**src/rtl/mem_port_arbiter.sv**
```systemverilog
// mem_port_arbiter: shares one memory port between instruction fetch (imem)
// and data memory (dmem). Each side has a one-entry pending slot. Requests are
// granted one at a time, and the response is routed back to the owner.
// Optional feature macro: MEM_ARB_RR_EN selects strict round-robin
// arbitration. Without it, dmem has priority, limited by a starvation counter.
module mem_port_arbiter #(
  parameter int unsigned STARVE_LIMIT = 4
) (
  input  logic        clk,
  input  logic        rst,
  input  logic [31:0] imem_addr,
  input  logic [3:0]  imem_rmask,
  output logic [31:0] imem_rdata,
  output logic        imem_resp,
  input  logic [31:0] dmem_addr,
  input  logic [3:0]  dmem_rmask,
  input  logic [3:0]  dmem_wmask,
  input  logic [31:0] dmem_wdata,
  output logic [31:0] dmem_rdata,
  output logic        dmem_resp,
  output logic [31:0] mem_addr,
  output logic [3:0]  mem_rmask,
  output logic [3:0]  mem_wmask,
  output logic [31:0] mem_wdata,
  input  logic [31:0] mem_rdata,
  input  logic        mem_resp
);

  typedef enum logic [1:0] {IDLE, WAIT_I, WAIT_D} state_t;

  state_t      state_q, state_d;
  logic        i_valid_q, i_valid_d;
  logic [31:0] i_addr_q, i_addr_d;
  logic [3:0]  i_rmask_q, i_rmask_d;
  logic        d_valid_q, d_valid_d;
  logic [31:0] d_addr_q, d_addr_d;
  logic [3:0]  d_rmask_q, d_rmask_d;
  logic [3:0]  d_wmask_q, d_wmask_d;
  logic [31:0] d_wdata_q, d_wdata_d;
  logic [31:0] mem_addr_q, mem_addr_d;
  logic [3:0]  mem_rmask_q, mem_rmask_d;
  logic [3:0]  mem_wmask_q, mem_wmask_d;
  logic [31:0] mem_wdata_q, mem_wdata_d;
`ifdef MEM_ARB_RR_EN
  logic        last_grant_q, last_grant_d;
`else
  logic [3:0]  starve_cnt_q, starve_cnt_d;
`endif

  logic        i_pulse, d_pulse, i_accept, d_accept, i_avail, d_avail, pick_d;
  logic [3:0]  d_in_rmask;
  logic [31:0] i_req_addr, d_req_addr, d_req_wdata;
  logic [3:0]  i_req_rmask, d_req_rmask, d_req_wmask;

  // A pulse is dropped while its slot is full or its transaction is still
  // outstanding. The response cycle counts as free, so the owner can chain.
  assign i_pulse    = |imem_rmask;
  assign d_pulse    = (|dmem_rmask) | (|dmem_wmask);
  assign i_accept   = i_pulse && !i_valid_q && !((state_q == WAIT_I) && !mem_resp);
  assign d_accept   = d_pulse && !d_valid_q && !((state_q == WAIT_D) && !mem_resp);
  assign i_avail    = i_valid_q | i_accept;
  assign d_avail    = d_valid_q | d_accept;
  assign d_in_rmask = (|dmem_wmask) ? 4'h0 : dmem_rmask;

  // A request arriving while idle bypasses its slot, which gives one-cycle latency.
  assign i_req_addr  = i_valid_q ? i_addr_q : imem_addr;
  assign i_req_rmask = i_valid_q ? i_rmask_q : imem_rmask;
  assign d_req_addr  = d_valid_q ? d_addr_q : dmem_addr;
  assign d_req_rmask = d_valid_q ? d_rmask_q : d_in_rmask;
  assign d_req_wmask = d_valid_q ? d_wmask_q : dmem_wmask;
  assign d_req_wdata = d_valid_q ? d_wdata_q : dmem_wdata;

`ifdef MEM_ARB_RR_EN
  assign pick_d = d_avail && (!i_avail || !last_grant_q);
`else
  assign pick_d = d_avail && (!i_avail || (starve_cnt_q != 4'(STARVE_LIMIT)));
`endif

  // Next-state logic: capture slots, pick a winner from IDLE, and wait for the response.
  always_comb begin
    state_d     = state_q;
    i_valid_d   = i_valid_q;
    i_addr_d    = i_addr_q;
    i_rmask_d   = i_rmask_q;
    d_valid_d   = d_valid_q;
    d_addr_d    = d_addr_q;
    d_rmask_d   = d_rmask_q;
    d_wmask_d   = d_wmask_q;
    d_wdata_d   = d_wdata_q;
    mem_addr_d  = 32'h0;
    mem_rmask_d = 4'h0;
    mem_wmask_d = 4'h0;
    mem_wdata_d = 32'h0;
`ifdef MEM_ARB_RR_EN
    last_grant_d = last_grant_q;
`else
    starve_cnt_d = starve_cnt_q;
`endif
    if (i_accept) begin
      i_valid_d = 1'b1;
      i_addr_d  = imem_addr;
      i_rmask_d = imem_rmask;
    end
    if (d_accept) begin
      d_valid_d = 1'b1;
      d_addr_d  = dmem_addr;
      d_rmask_d = d_in_rmask;
      d_wmask_d = dmem_wmask;
      d_wdata_d = dmem_wdata;
    end
    case (state_q)
      IDLE: begin
        if (pick_d) begin
          mem_addr_d  = d_req_addr & 32'hFFFF_FFFC;
          mem_rmask_d = d_req_rmask;
          mem_wmask_d = d_req_wmask;
          mem_wdata_d = (|d_req_wmask) ? d_req_wdata : 32'h0;
          d_valid_d   = 1'b0;
          state_d     = WAIT_D;
`ifdef MEM_ARB_RR_EN
          last_grant_d = 1'b1;
`else
          if (i_avail && (starve_cnt_q != 4'(STARVE_LIMIT)))
            starve_cnt_d = starve_cnt_q + 4'd1;
`endif
        end else if (i_avail) begin
          mem_addr_d  = i_req_addr & 32'hFFFF_FFFC;
          mem_rmask_d = i_req_rmask;
          i_valid_d   = 1'b0;
          state_d     = WAIT_I;
`ifdef MEM_ARB_RR_EN
          last_grant_d = 1'b0;
`else
          starve_cnt_d = 4'd0;
`endif
        end
      end
      WAIT_I, WAIT_D: begin
        if (mem_resp)
          state_d = IDLE;
      end
      default: state_d = IDLE;
    endcase
  end

  // State and slot registers, with synchronous reset.
  always_ff @(posedge clk) begin
    if (rst) begin
      state_q     <= IDLE;
      i_valid_q   <= 1'b0;
      i_addr_q    <= 32'h0;
      i_rmask_q   <= 4'h0;
      d_valid_q   <= 1'b0;
      d_addr_q    <= 32'h0;
      d_rmask_q   <= 4'h0;
      d_wmask_q   <= 4'h0;
      d_wdata_q   <= 32'h0;
      mem_addr_q  <= 32'h0;
      mem_rmask_q <= 4'h0;
      mem_wmask_q <= 4'h0;
      mem_wdata_q <= 32'h0;
`ifdef MEM_ARB_RR_EN
      last_grant_q <= 1'b0;
`else
      starve_cnt_q <= 4'd0;
`endif
    end else begin
      state_q     <= state_d;
      i_valid_q   <= i_valid_d;
      i_addr_q    <= i_addr_d;
      i_rmask_q   <= i_rmask_d;
      d_valid_q   <= d_valid_d;
      d_addr_q    <= d_addr_d;
      d_rmask_q   <= d_rmask_d;
      d_wmask_q   <= d_wmask_d;
      d_wdata_q   <= d_wdata_d;
      mem_addr_q  <= mem_addr_d;
      mem_rmask_q <= mem_rmask_d;
      mem_wmask_q <= mem_wmask_d;
      mem_wdata_q <= mem_wdata_d;
`ifdef MEM_ARB_RR_EN
      last_grant_q <= last_grant_d;
`else
      starve_cnt_q <= starve_cnt_d;
`endif
    end
  end

  assign mem_addr  = mem_addr_q;
  assign mem_rmask = mem_rmask_q;
  assign mem_wmask = mem_wmask_q;
  assign mem_wdata = mem_wdata_q;

  // The response goes to the owner only in the matching wait state. A response in IDLE is ignored.
  assign imem_resp  = (state_q == WAIT_I) && mem_resp;
  assign dmem_resp  = (state_q == WAIT_D) && mem_resp;
  assign imem_rdata = imem_resp ? mem_rdata : 32'h0;
  assign dmem_rdata = dmem_resp ? mem_rdata : 32'h0;

endmodule
```
**config.mk**
```make
export PLATFORM = sky130hd
export DESIGN_NAME = mem_port_arbiter
export DESIGN_NICKNAME = d
export VERILOG_FILES = /design/src/rtl/mem_port_arbiter.sv
export SDC_FILE = /design/constraint.sdc
export NUM_CORES = 1
export LEC_CHECK = 0
export CAP_MARGIN = 20
export CORE_MARGIN = 4
export CORE_UTILIZATION = 42
export DETAILED_ROUTE_END_ITERATION = 10
export PLACE_DENSITY = 0.81
export SYNTH_ARGS = -nofsm -noshare
export SYNTH_HDL_FRONTEND = slang
export SYNTH_SLANG_ARGS = --single-unit
```
**constraint.sdc**
```tcl
create_clock -name clk -period 1.9 [get_ports clk]
set_clock_uncertainty 0.05 [all_clocks]
set_input_delay 0.19 -clock clk [delete_from_list [all_inputs] [get_ports clk]]
set_output_delay 0.19 -clock clk [all_outputs]
set_load 0.02 [all_outputs]
```
==> impl_metrics.ini, run 1 <==
[run_status]
run_status = complete, but fails checks
failed_checks = negative setup slack

[detailed_routing]
detailed_route_wl_mm = 28.1
postRouteAntennaNets = 0
first_iter_violations = 369
firstDrtPassIters = 5
vias_per_cell = 5.45
vias = 7853
detail_route.drc_violations = 0
avgRoutedWirePerCell_um = 19.5

[grt]
grt_util_all_layers = 0.223
antenna_found_initial = 2
grt_overflow_total = 0
first_global_vias = 7443
grt_first_pass_wirelength_mm = 39.6
grt_max_degree = 51

[floorplan]
floorplan_die_area_um2 = 22000
initial_standard_cell_utilization_of_the_core = 0.427
chipHeight_um = 148
floorplan.io_pins = 281
core_rows = 51
fp.coreArea_um2 = 19400
fp.dieW_um = 148

[clock_tree]
cts_num_sinks = 182
tritoncts = done
clkLatencyLatePin_ns = 0.43
cts_inserted_buffers = 17
hold_buffers = 0
clock_path_buffers = 2
root_cell_of_the_clock_tree = sky130_fd_sc_hd__clkbuf_16
h-tree-depth = 4
path_clk_slew_ns = 0.08

[power_and_ir_drop]
power.density_nw_per_um2 = 1340
worst_ir_drop_vdd_mv = 0.780
leakagePower_nw = 5.90

[setup_path]
path_class = flop to flop
timing.critical_path.slowest_stage_cell = sky130_fd_sc_hd__dfxtp_2
crit_family = buffers and inverters
critical_path.startpoint_type = flop
cp_data_arrival_time_ns = 2.23
critical-path-top-cell-by-count = sky130_fd_sc_hd__buf_6
path_cells = buf_6, ha_4, nor3b_4, a211o_2, buf_6, o211ai_4, buf_12, buf_8, nor3_2
nature_of_the_critical_path_endpoint = flop
critical_path.n_buffers_inverters = 4
timing.critical_path.fanout_max = 9
regToRegStartpoint = state_q[0]$_SDFFE_PP0P_
critical_path_required_ns = 2.20
max_stage_delay_ns = 0.35
worst_setup_path_startpoint = state_q[0]$_SDFFE_PP0P_

[synth]
synthesis.area_um2 = 8280
dominant_combinational_cell_family_by_area_after_synthesis = compound AO/OA/AOI/OAI gates
compound_gate_fraction_of_synth_area = 0.173
synth_top_area_frac = 0.440
post_synth_mux_area_share = 0.161
yosys_register_bits = 182
postSynth.asyncResetShare = 0
synth_cell_type_count = 43
synthTopCellsByArea = sky130_fd_sc_hd__dfxtp_1, sky130_fd_sc_hd__mux2i_1, sky130_fd_sc_hd__and3_1, sky130_fd_sc_hd__o211a_1, sky130_fd_sc_hd__o211ai_2
yosysMostFrequentCell = sky130_fd_sc_hd__dfxtp_1
post_synth_xor_area_fraction = 0
synth_cells = 860
synth.cells.most_frequent = sky130_fd_sc_hd__dfxtp_1, sky130_fd_sc_hd__mux2i_1, sky130_fd_sc_hd__nand2_1, sky130_fd_sc_hd__nor2_1, sky130_fd_sc_hd__and3_1
syn_avg_cell_area_um2 = 9.63
yosys.area_share.simple = 0.164
adder_cell_fraction_of_synth_area = 0.00756
post-synth-top-area-cell = sky130_fd_sc_hd__dfxtp_1
yosys_warnings = 0
synth_enable_flop_cells = 0
synth_seq_area_share = 0.440
yosys_most_used_dff = sky130_fd_sc_hd__dfxtp_1

[min_path]
hp-class = primary input to flop
worstHoldStart = rst

[timing]
timing.final.max_slew_violations = 0
finalCritPeriodShare = 1.02
timing.fmax_mhz = 517
timing.final.hold_violations = 0
timing.final.ws_setup_ns = -0.0361
minimum_clock_period_ns = 1.94
setup_viol = 25
rsz_0062_raised_after_global_routing = yes

[placed_design]
gp_congestion = 0.793
buffer_ports.inserted = 274
dpl-instance-area_um2 = 11700
hpwl_mm = 17.5
placed_cells_incl_taps = 1383
worst_setup_slack_before_clock_tree_synthesis_ns = -0.324

[cells_and_area]
stdcell_area_um2 = 12800
final_cells = 1442
layout.nets = 1310
finish.utilization = 0.659
flow.area_growth_from_synthesis_pct = 54.4
final_layout_size_suffix_gt1_frac = 0.220

[run]
max_cap_viol_count = 0
power breakdown:
part	switching [W]	total, W	internal, W	leakage (nW)
logic	0.00422	0.00847	0.00425	4.12
clock network	0.00163	0.00347	0.00184	0.271
registers	0.000469	0.00520	0.00473	1.50
kinds of logic (layout without fill, tap and decap cells):
family | count (synthesis) | count (layout)
fa+ha+maj | 5 | 5
flops | 182 | 182
mux | 133 | 133
compound gates | 167 | 171
simple gates | 279 | 279
buf+inv | 93 | 403
other cells | 1 | 4
what timing repair did:
action / 4_1_cts / 5_1_grt
gates cloned: 5 / 16
buffers inserted: 2 / 3
setup endpoints to repair: 234 / 218
pin swaps: 2 / 32
resized for setup: 217 / 94
routing by layer:
layer,vias to the layer above,wire [µm],share of wire,global-route usage
li1,3687,-,-,-
met2,311,14300,0.51,0.392
met1,3790,11100,0.39,0.264
met5,-,0,0,0
met4,0,1000,0.036,0.0961
met3,65,1730,0.061,0.0457
through the flow:
step | setup TNS (ns) | hold slack [ns] | power (W)
5_1_grt | -4.44 | 0.165 | 0.0179
4_1_cts | -0.0670 | 0.136 | 0.0161
3_3_place_gp | -36.43 | 0.391 | 0.0123
3_5_place_dp | -39.37 | 0.397 | 0.0125
2_1_floorplan | 0 | 0.276 | 0.00948
6_report | -0.306 | 0.155 | 0.0171
worst reg2reg max path, stage by stage (launching register included):
cell and delay [ns]:
sky130_fd_sc_hd__dfxtp_2 0.35, sky130_fd_sc_hd__buf_6 0.10, sky130_fd_sc_hd__ha_4 0.19, sky130_fd_sc_hd__nor3b_4 0.24
sky130_fd_sc_hd__a211o_2 0.21, sky130_fd_sc_hd__buf_6 0.12, sky130_fd_sc_hd__o211ai_4 0.06, sky130_fd_sc_hd__buf_12 0.16
sky130_fd_sc_hd__buf_8 0.15, sky130_fd_sc_hd__nor3_2 0.24
sequential cells by signal (all words and copies together) (netlist names), 2 cells and up:
signal        flops
d_rmask_q         4
starve_cnt_q      4
mem_wdata        32
i_rmask_q         4
mem_rmask         4
mem_wmask         4
mem_addr         30
state_q           2
i_addr_q         30
d_addr_q         30
d_wdata_q        32
d_wmask_q         4
final cells by class:
| type | count | area [µm²] |
|---|---|---|
| diodes | 2 | 5.00 |
| clock buffers | 17 | 425 |
| clock inverters | 15 | 145 |
| fillers | 1505 | 6610 |
| inverters | 8 | 30.0 |
| multi-input cells | 590 | 4470 |
| flip-flops and latches | 182 | 3650 |
| well taps | 265 | 332 |
| repair buffers | 363 | 3730 |
cells in the final DEF, fill, tap and decap left out, drive strengths merged, types with 4 or more instances in the layout:
master and instances:
a21oi 41, a22o 33, and3 64, buf 133
clkbuf 30, clkdlybuf4s15 10, clkdlybuf4s50 207, clkinv 4
clkinvlp 4, dfxtp 182, ha 5, inv 14
mux2i 133, nand2 80, nand3 6, nand3b 6
nor2 73, nor3 33, nor4 4, o2111ai 4
o211a 34, o211ai 34, o21a 5, o21ai 8
final timing paths:
| path | to | slack, ns | cells after the start |
|---|---|---|---|
| worst max-delay path | mem_wdata[26]$_SDFF_PP0_ | -0.04 | 9 |
| worst min-delay path | d_wdata_q[11]$_SDFFE_PP0P_ | 0.15 | 2 |
| worst max register to register | mem_wdata[26]$_SDFF_PP0_ | -0.04 | 9 |
| worst min register to register | i_addr_q[15]$_SDFFE_PP0P_ | 0.41 | 2 |
Power figures use the tool's default switching activity.
==> run 2, diff against run 1 <==
--- a/config.mk
+++ b/config.mk
@@ -5,7 +5,6 @@
 export SDC_FILE = /design/constraint.sdc
 export NUM_CORES = 1
 export LEC_CHECK = 0
-export CAP_MARGIN = 20
 export CORE_MARGIN = 4
 export CORE_UTILIZATION = 42
 export DETAILED_ROUTE_END_ITERATION = 10
==> results of run 2 <==
The final DEF is identical to that of run 1; final timing and power are the same.
